## config.mk

```make
export PLATFORM = sky130hd
export DESIGN_NAME = ysyx_lsu_resp_flat
export DESIGN_NICKNAME = d
export VERILOG_FILES = /design/src/rtl/ysyx_lsu_pkg.sv /design/src/rtl/ysyx_lsu_if.sv /design/src/rtl/ysyx_lsu_align.sv /design/src/rtl/ysyx_lsu_resp.sv /design/src/flat_wrapper.sv
export SDC_FILE = /design/constraint.sdc
export NUM_CORES = 1
export LEC_CHECK = 0
export BUFFER_PORTS_ARGS = -buffer_cell sky130_fd_sc_hd__buf_2
export CORE_MARGIN = 2
export CORE_UTILIZATION = 25
export DETAILED_ROUTE_END_ITERATION = 16
export GPL_TIMING_DRIVEN = 0
export HOLD_SLACK_MARGIN = 0.1
export SETUP_SLACK_MARGIN = 0.15
export SLEW_MARGIN = 20
export SYNTH_ARGS = -nofsm -noshare
export SYNTH_HDL_FRONTEND = slang
export SYNTH_SLANG_ARGS = --single-unit
```

## constraint.sdc

```tcl
create_clock -name clk -period 2.6 [get_ports clk]
set_input_delay 0.26 -clock clk [delete_from_list [all_inputs] [get_ports clk]]
set_output_delay 0.26 -clock clk [all_outputs]
set_load 0.02 [all_outputs]
```

## src/rtl/ysyx_lsu_pkg.sv

```systemverilog
// Shared types and constants for the LSU responder: FSM states, access sizes, op bits, AXI responses.
package ysyx_lsu_pkg;

  localparam int unsigned XLEN = 32;

  typedef enum logic [2:0] {
    IDLE,
    AR,
    R,
    AW_W,
    B,
    DONE
  } lsu_state_e;

  localparam logic [1:0] SZ_B = 2'd0;
  localparam logic [1:0] SZ_H = 2'd1;
  localparam logic [1:0] SZ_W = 2'd2;

  localparam int unsigned OP_UNSIGNED_BIT = 2;

  localparam logic [1:0] RESP_OKAY = 2'b00;

endpackage

```

## src/rtl/ysyx_lsu_if.sv

```systemverilog
// AXI4-Lite channel bundle between the LSU (master) and the bus crossbar/arbiter (slave).
interface ysyx_lsu_if #(
  parameter int unsigned BIT_W = 32
);
  logic [BIT_W-1:0] araddr;
  logic             arvalid;
  logic             arready;
  logic [BIT_W-1:0] rdata;
  logic [1:0]       rresp;
  logic             rvalid;
  logic             rready;
  logic [BIT_W-1:0] awaddr;
  logic             awvalid;
  logic             awready;
  logic [BIT_W-1:0] wdata;
  logic [3:0]       wstrb;
  logic             wvalid;
  logic             wready;
  logic [1:0]       bresp;
  logic             bvalid;
  logic             bready;

  modport master (
    output araddr, arvalid, rready, awaddr, awvalid, wdata, wstrb, wvalid, bready,
    input  arready, rdata, rresp, rvalid, awready, wready, bresp, bvalid
  );

  modport slave (
    input  araddr, arvalid, rready, awaddr, awvalid, wdata, wstrb, wvalid, bready,
    output arready, rdata, rresp, rvalid, awready, wready, bresp, bvalid
  );
endinterface

```

## src/rtl/ysyx_lsu_align.sv

```systemverilog
// Byte-lane steering: store strobes/replicated data, load lane extraction with extension, alignment check.
module ysyx_lsu_align
  import ysyx_lsu_pkg::*;
(
  input  logic [1:0]      addr_i,
  input  logic [1:0]      size_i,
  input  logic            unsigned_i,
  input  logic [XLEN-1:0] wdata_i,
  input  logic [XLEN-1:0] rdata_i,
  output logic [3:0]      wstrb_o,
  output logic [XLEN-1:0] wdata_o,
  output logic [XLEN-1:0] ldata_o,
  output logic            misalign_o
);

  logic [XLEN-1:0] shifted;

  always_comb begin
    shifted    = rdata_i >> {addr_i, 3'b000};
    wstrb_o    = '0;
    wdata_o    = '0;
    ldata_o    = '0;
    misalign_o = 1'b0;
    case (size_i)
      SZ_B: begin
        wstrb_o = 4'b0001 << addr_i;
        wdata_o = {4{wdata_i[7:0]}};
        ldata_o = {{24{~unsigned_i & shifted[7]}}, shifted[7:0]};
      end
      SZ_H: begin
        wstrb_o    = 4'b0011 << addr_i;
        wdata_o    = {2{wdata_i[15:0]}};
        ldata_o    = {{16{~unsigned_i & shifted[15]}}, shifted[15:0]};
        misalign_o = addr_i[0];
      end
      SZ_W: begin
        wstrb_o    = 4'b1111;
        wdata_o    = wdata_i;
        // Aligned words never shift, so the shifted view is the bus word itself.
        ldata_o    = shifted;
        misalign_o = (addr_i != 2'b00);
      end
      default: ;
    endcase
  end

endmodule

```

## src/rtl/ysyx_lsu_resp.sv

```systemverilog
// EXU load/store responder: runs one held request as an AXI4-Lite transaction and pulses completion.
module ysyx_lsu_resp
  import ysyx_lsu_pkg::*;
#(
  parameter int unsigned BIT_W = 32
) (
  input  logic             clk,
  input  logic             rst,
  input  logic             exu_avalid_i,
  input  logic             exu_ren_i,
  input  logic             exu_wen_i,
  input  logic [BIT_W-1:0] exu_addr_i,
  input  logic [BIT_W-1:0] exu_wdata_i,
  input  logic [3:0]       exu_op_i,
  output logic [BIT_W-1:0] exu_rdata_o,
  output logic             exu_rvalid_o,
  output logic             exu_wready_o,
  output logic             exu_fault_o,
  ysyx_lsu_if.master       m
);

  lsu_state_e       state_q, state_d;
  logic [BIT_W-1:0] addr_q, addr_d;
  logic [BIT_W-1:0] wdata_q, wdata_d;
  logic [1:0]       size_q, size_d;
  logic             uns_q, uns_d;
  logic             ren_q, ren_d;
  logic             aw_done_q, aw_done_d;
  logic             w_done_q, w_done_d;
  logic [BIT_W-1:0] rdata_q, rdata_d;
  logic             fault_q, fault_d;

  logic             idle;
  logic [1:0]       al_addr;
  logic [1:0]       al_size;
  logic [3:0]       al_wstrb;
  logic [BIT_W-1:0] al_wdata;
  logic [BIT_W-1:0] al_ldata;
  logic             al_misalign;
  logic             illegal;
  logic             aw_hs, w_hs;
  logic             unused_op;

  assign unused_op = exu_op_i[3];

  // Alignment is judged on the live request while idle, then on the captured copy.
  assign idle    = (state_q == IDLE);
  assign al_addr = idle ? exu_addr_i[1:0] : addr_q[1:0];
  assign al_size = idle ? exu_op_i[1:0]   : size_q;

  ysyx_lsu_align u_align (
    .addr_i     (al_addr),
    .size_i     (al_size),
    .unsigned_i (uns_q),
    .wdata_i    (wdata_q),
    .rdata_i    (m.rdata),
    .wstrb_o    (al_wstrb),
    .wdata_o    (al_wdata),
    .ldata_o    (al_ldata),
    .misalign_o (al_misalign)
  );

  assign illegal = al_misalign || (exu_op_i[1:0] == 2'd3) || (exu_ren_i == exu_wen_i);

  always_comb begin
    state_d   = state_q;
    addr_d    = addr_q;
    wdata_d   = wdata_q;
    size_d    = size_q;
    uns_d     = uns_q;
    ren_d     = ren_q;
    aw_done_d = aw_done_q;
    w_done_d  = w_done_q;
    rdata_d   = rdata_q;
    fault_d   = fault_q;
    aw_hs     = 1'b0;
    w_hs      = 1'b0;
    unique case (state_q)
      IDLE: begin
        if (exu_avalid_i) begin
          addr_d    = exu_addr_i;
          wdata_d   = exu_wdata_i;
          size_d    = exu_op_i[1:0];
          uns_d     = exu_op_i[OP_UNSIGNED_BIT];
          ren_d     = exu_ren_i;
          aw_done_d = 1'b0;
          w_done_d  = 1'b0;
          if (illegal) begin
            fault_d = 1'b1;
            state_d = DONE;
            if (exu_ren_i) rdata_d = '0;
          end else begin
            fault_d = 1'b0;
            state_d = exu_ren_i ? AR : AW_W;
          end
        end
      end
      AR: if (m.arready) state_d = R;
      R: begin
        if (m.rvalid) begin
          fault_d = (m.rresp != RESP_OKAY);
          rdata_d = (m.rresp != RESP_OKAY) ? '0 : al_ldata;
          state_d = DONE;
        end
      end
      AW_W: begin
        aw_hs     = !aw_done_q && m.awready;
        w_hs      = !w_done_q && m.wready;
        aw_done_d = aw_done_q || aw_hs;
        w_done_d  = w_done_q || w_hs;
        if (aw_done_d && w_done_d) state_d = B;
      end
      B: begin
        if (m.bvalid) begin
          fault_d = (m.bresp != RESP_OKAY);
          state_d = DONE;
        end
      end
      DONE: state_d = IDLE;
      default: state_d = IDLE;
    endcase
  end

  always_ff @(posedge clk) begin
    if (rst) begin
      state_q   <= IDLE;
      addr_q    <= '0;
      wdata_q   <= '0;
      size_q    <= '0;
      uns_q     <= 1'b0;
      ren_q     <= 1'b0;
      aw_done_q <= 1'b0;
      w_done_q  <= 1'b0;
      rdata_q   <= '0;
      fault_q   <= 1'b0;
    end else begin
      state_q   <= state_d;
      addr_q    <= addr_d;
      wdata_q   <= wdata_d;
      size_q    <= size_d;
      uns_q     <= uns_d;
      ren_q     <= ren_d;
      aw_done_q <= aw_done_d;
      w_done_q  <= w_done_d;
      rdata_q   <= rdata_d;
      fault_q   <= fault_d;
    end
  end

  assign m.araddr  = {addr_q[BIT_W-1:2], 2'b00};
  assign m.arvalid = (state_q == AR);
  assign m.rready  = (state_q == R);
  assign m.awaddr  = {addr_q[BIT_W-1:2], 2'b00};
  assign m.awvalid = (state_q == AW_W) && !aw_done_q;
  assign m.wdata   = al_wdata;
  assign m.wstrb   = al_wstrb;
  assign m.wvalid  = (state_q == AW_W) && !w_done_q;
  assign m.bready  = (state_q == B);

  assign exu_rdata_o  = rdata_q;
  assign exu_rvalid_o = (state_q == DONE) && ren_q;
  assign exu_wready_o = (state_q == DONE) && !ren_q;
  assign exu_fault_o  = (state_q == DONE) && fault_q;

endmodule

```

## src/flat_wrapper.sv

```systemverilog
// flat-port wrapper written by rule: the top's interface ports become plain ports
module ysyx_lsu_resp_flat import ysyx_lsu_pkg::*;
#(
  parameter int unsigned BIT_W = 32
)
  (clk, rst, exu_avalid_i, exu_ren_i, exu_wen_i, exu_addr_i, exu_wdata_i, exu_op_i, exu_rdata_o, exu_rvalid_o, exu_wready_o, exu_fault_o, m_araddr, m_arvalid, m_rready, m_awaddr, m_awvalid, m_wdata, m_wstrb, m_wvalid, m_bready, m_arready, m_rdata, m_rresp, m_rvalid, m_awready, m_wready, m_bresp, m_bvalid);
  ysyx_lsu_if #(.BIT_W(BIT_W)) m_i ();
  input  logic clk;
  input  logic rst;
  input  logic exu_avalid_i;
  input  logic exu_ren_i;
  input  logic exu_wen_i;
  input  logic [BIT_W-1:0] exu_addr_i;
  input  logic [BIT_W-1:0] exu_wdata_i;
  input  logic [3:0] exu_op_i;
  output logic [BIT_W-1:0] exu_rdata_o;
  output logic exu_rvalid_o;
  output logic exu_wready_o;
  output logic exu_fault_o;
  output wire logic [$bits(m_i.araddr)-1:0] m_araddr;
  output wire logic [$bits(m_i.arvalid)-1:0] m_arvalid;
  output wire logic [$bits(m_i.rready)-1:0] m_rready;
  output wire logic [$bits(m_i.awaddr)-1:0] m_awaddr;
  output wire logic [$bits(m_i.awvalid)-1:0] m_awvalid;
  output wire logic [$bits(m_i.wdata)-1:0] m_wdata;
  output wire logic [$bits(m_i.wstrb)-1:0] m_wstrb;
  output wire logic [$bits(m_i.wvalid)-1:0] m_wvalid;
  output wire logic [$bits(m_i.bready)-1:0] m_bready;
  input wire logic [$bits(m_i.arready)-1:0] m_arready;
  input wire logic [$bits(m_i.rdata)-1:0] m_rdata;
  input wire logic [$bits(m_i.rresp)-1:0] m_rresp;
  input wire logic [$bits(m_i.rvalid)-1:0] m_rvalid;
  input wire logic [$bits(m_i.awready)-1:0] m_awready;
  input wire logic [$bits(m_i.wready)-1:0] m_wready;
  input wire logic [$bits(m_i.bresp)-1:0] m_bresp;
  input wire logic [$bits(m_i.bvalid)-1:0] m_bvalid;
  assign m_araddr = m_i.araddr;
  assign m_arvalid = m_i.arvalid;
  assign m_rready = m_i.rready;
  assign m_awaddr = m_i.awaddr;
  assign m_awvalid = m_i.awvalid;
  assign m_wdata = m_i.wdata;
  assign m_wstrb = m_i.wstrb;
  assign m_wvalid = m_i.wvalid;
  assign m_bready = m_i.bready;
  assign m_i.arready = m_arready;
  assign m_i.rdata = m_rdata;
  assign m_i.rresp = m_rresp;
  assign m_i.rvalid = m_rvalid;
  assign m_i.awready = m_awready;
  assign m_i.wready = m_wready;
  assign m_i.bresp = m_bresp;
  assign m_i.bvalid = m_bvalid;
  ysyx_lsu_resp #(.BIT_W(BIT_W)) u_core (.clk(clk), .rst(rst), .exu_avalid_i(exu_avalid_i), .exu_ren_i(exu_ren_i), .exu_wen_i(exu_wen_i), .exu_addr_i(exu_addr_i), .exu_wdata_i(exu_wdata_i), .exu_op_i(exu_op_i), .exu_rdata_o(exu_rdata_o), .exu_rvalid_o(exu_rvalid_o), .exu_wready_o(exu_wready_o), .exu_fault_o(exu_fault_o), .m(m_i));
endmodule
```

==> results by group <==
Run status
  • Status: finished, violations left
  • Failing checks: negative setup slack

Final layout
  • Final #Nets: 1,093
  • Fill count: 2,235
  • Post-route cell area: 0.008228 sq mm
  • Post-Route Utilization: 37.94%
  • Layout cells sized above 1: 43.98%
  • Synth-to-Final Area Change: 50.14%

STA
  • Final Max Tran Viols: 0
  • Final worst-path cycle share: 106.5%
  • Relative slew slack: 39.17%
  • Clock skew: 0.009166 ns
  • Fin crit period: 2.769 ns
  • Final worst slack: -0.1689 ns
  • Final hold viol count: 0
  • Worst-Margin Slew: 0.8997 ns
  • Final setup violation count: 52
  • Final hold slack: 0.1363 ns
  • Peak Freq: 0.3612 GHz
  • Unrepaired setup endpoints after global routing: true

Worst hold path
  • Hold Path Class: primary input to flop
  • Hold path cells: 3
  • Hold Startpoint: exu_addr_i[8]

Worst setup path
  • Startpoint types: flop
  • CP endpoint kind: primary output
  • CP Capture Point: m_wdata[8]
  • R2r setup slk: -0.12 ns
  • Critical R2R Capture: u_core.exu_rdata_o[14]$_SDFFE_PP0P_
  • Crit-path max FO: 5
  • Crit path kind: flop to primary output
  • Critical Path Start: u_core.state_q[2]$_SDFFE_PP0P_
  • WP data required: 2.34 ns
  • Worst Reg-to-Reg Cells: 12
  • WP data arrival: 2.51 ns
  • Reg2reg start: u_core.state_q[2]$_SDFFE_PP0P_

Synthesis
  • Synth cell types: 54
  • Mapped Cells: 684
  • Mean Syn Cell Area: 8.012 sq um
  • Area of the mapped netlist: 0.005480 sq mm
  • Warning count from the yosys run: 0
  • Number of flops mapped to enable cells by yosys: 0
  • Share of synthesized registers carrying an async set or reset: 0%
  • Yosys reg bits: 106
  • Synth Flop Type: dfxtp_1
  • Sequential share of the synthesized area: 38.72%

Clock network
  • Reg clk slew, reported paths: 0.08 ns
  • Maximum buffer depth of the clock tree: 2
  • TritonCTS clock tree: yes
  • CTS sink cnt: 106
  • H-tree levels: 3
  • Clk_lat worst skew: 0.35 ns
  • CTS Hold Buffers Added: 0
  • Root buffer cell: clkbuf_16
  • Num CTS Buffers: 9

GRT
  • Total track usage: 16.84%
  • Congestion Overflow GR: 0
  • Vias in the first global route: 5,498
  • Largest net degree at the start of global routing: 18
  • First-pass GRT wire length: 31.08 mm
  • Initial antenna violation count: 1

Drt
  • Wirelength per Cell: 16.27 um
  • Routed WL: 20.52 mm
  • Drt pass-1 iters: 8
  • 1st-iter DRT viols: 407
  • Via count: 5,811
  • Post-DRT Antenna Nets: 0
  • Via-to-Cell Ratio: 4.608
  • # DRC: 0

Power and ir drop
  • Total Power: 8899 uW
  • Leakage power: 0.003980 uW
  • Maximum VDD drop: 0.4276 mV
  • Power per cell area: 1082 mW/mm^2

Placed design
  • Post-DP HPWL: 15.40 mm
  • Pre-CTS WS: -0.4041 ns
  • Placed inst area: 0.007179 sq mm
  • Gpl congestion: 0.8720
  • IO Port Bufs: 247

Die
  • Std-Cell Core Area: 0.02169 sq mm
  • Die area: 0.02312 sq mm
  • Die X: 152.1 um
  • Starting Density: 25.27%
  • IO Pins: 254
  • Core Rows: 54
  • Die Span Y: 152.1 um

Run
  • MaxCap Viol Count: 0
==> routing by layer <==
layer | wire [um] | vias to the layer above | part of all wire, % | GRT usage, %
li1 | - | 2888 | - | -
met1 | 9035 | 2684 | 44 | 21.64
met2 | 9755 | 200 | 48 | 28.16
met3 | 1157 | 37 | 5.6 | 3.252
met4 | 555 | 2 | 2.7 | 6.008
met5 | 13 | - | 0.063 | 0
==> cells by family after synthesis <==
group	synth area share, %
multiplexers	5.639
buffers and inverters	13.06
AO/OA/AOI/OAI	20.41
AND/OR/NAND/NOR	20.87
XOR/XNOR	0.3197
adder cells (fa/ha/maj)	0.9133
other	0.06843
flip-flops	38.72
==> worst min path at each step <==
stage	to
floorplan	u_core.wdata_q[16]$_SDFFE_PP0P_
global placement	u_core.exu_rdata_o[16]$_SDFFE_PP0P_
detailed placement	u_core.exu_rdata_o[16]$_SDFFE_PP0P_
CTS	u_core.addr_q[14]$_SDFFE_PP0P_
global route	u_core.addr_q[14]$_SDFFE_PP0P_
finish	u_core.addr_q[8]$_SDFFE_PP0P_
==> sequential cells by signal, summed over array words and instances, names as in the netlist <==
register / cells
u_core.wdata_q: 32
u_core.aw_done_q: 1
u_core.uns_q: 1
u_core.state_q: 3
u_core.w_done_q: 1
u_core.exu_rdata_o: 32
u_core.addr_q: 32
u_core.ren_q: 1
u_core.fault_q: 1
u_core.size_q: 2
==> layout by cell type, fill, tap and decap left out, drive strengths merged, types with 6 or more instances in the layout <==
master and count:
a22oi 10, clkbuf 45, buf 355, a211o 9, nand2b 11, a22o 9
a222oi 8, a21oi 75, o21ai 15, nor2 40, dfxtp 106, mux2i 23
and2 11, a221o 16, nand2 172, nor3 6, nand3 7, a32o 8
==> Yosys cell counts (2+ instances only) <==
cell	n	area [sq um]
nor4b_1	2	17.52
ha_1	4	50.05
a222oi_1	8	80.08
a211o_1	9	78.83
inv_1	3	11.26
dfxtp_1	106	2122
nor2b_1	4	25.02
a22o_1	9	78.83
buf_2	5	25.02
and2_1	11	68.82
nor3_1	6	30.03
mux4_1	2	52.55
nand3_1	7	35.03
a22oi_1	10	75.07
o21ai_0	15	75.07
mux2_2	2	22.52
a21oi_1	75	375.4
o22ai_1	2	12.51
buf_4	65	488.0
and3_1	3	18.77
a32o_1	8	80.08
a221o_1	16	160.2
a32oi_1	2	17.52
nand2b_1	11	68.82
nand2_1	172	645.6
buf_1	3	11.26
nor2_1	39	146.4
clkbuf_1	35	131.4
buf_6	4	45.04
mux2i_1	22	220.2
==> through the flow <==
| stage | TNS (ns) | std cells |
|---|---|---|
| detailed placement | -13.76 | 1214 |
| global placement | -13.27 | 1214 |
| CTS | -5.544 | 1253 |
| global route | -11.38 | 1260 |
| floorplan | 0 | 687 |
| finish | -5.597 | 1261 |
==> power by group <==
part           switching (uW)  internal, uW  total [uW]
combinational            2940          2410        5350
sequential                241          1890        2130
clock                     661           756        1420
total                    3840          5060        8900
==> worst max-delay path, cell delays in order, from the launching register on <==
cell	delay [ns]
dfxtp_4	0.37
nor3_4	0.18
buf_6	0.15
mux2i_4	0.30
inv_2	0.09
ha_4	0.17
or2_4	0.27
buf_8	0.13
buf_12	0.13
a22oi_2	0.17
nor2_2	0.07
buf_6	0.13
==> repair_timing <==
action	CTS	global route
gates cloned	2	0
pin swaps	24	15
setup endpoints to repair	69	91
buffers inserted	21	7
resized for setup	106	37
==> area by class of cell <==
| type | instances | area [sq um] | share of cell area, % |
|---|---|---|---|
| multi-input combinational | 465 | 2904 | 35.30 |
| sequential | 106 | 2127 | 25.85 |
| timing repair buffer | 277 | 1672 | 20.32 |
| buffer | 112 | 860.8 | 10.46 |
| tap | 280 | 350.3 | 4.258 |
| clock buffer | 11 | 232.7 | 2.828 |
| clock inverter | 5 | 63.81 | 0.7755 |
| inverter | 4 | 15.01 | 0.1825 |
| antenna | 1 | 2.502 | 0.03041 |
Note: power is estimated with default switching activity, not from simulation.
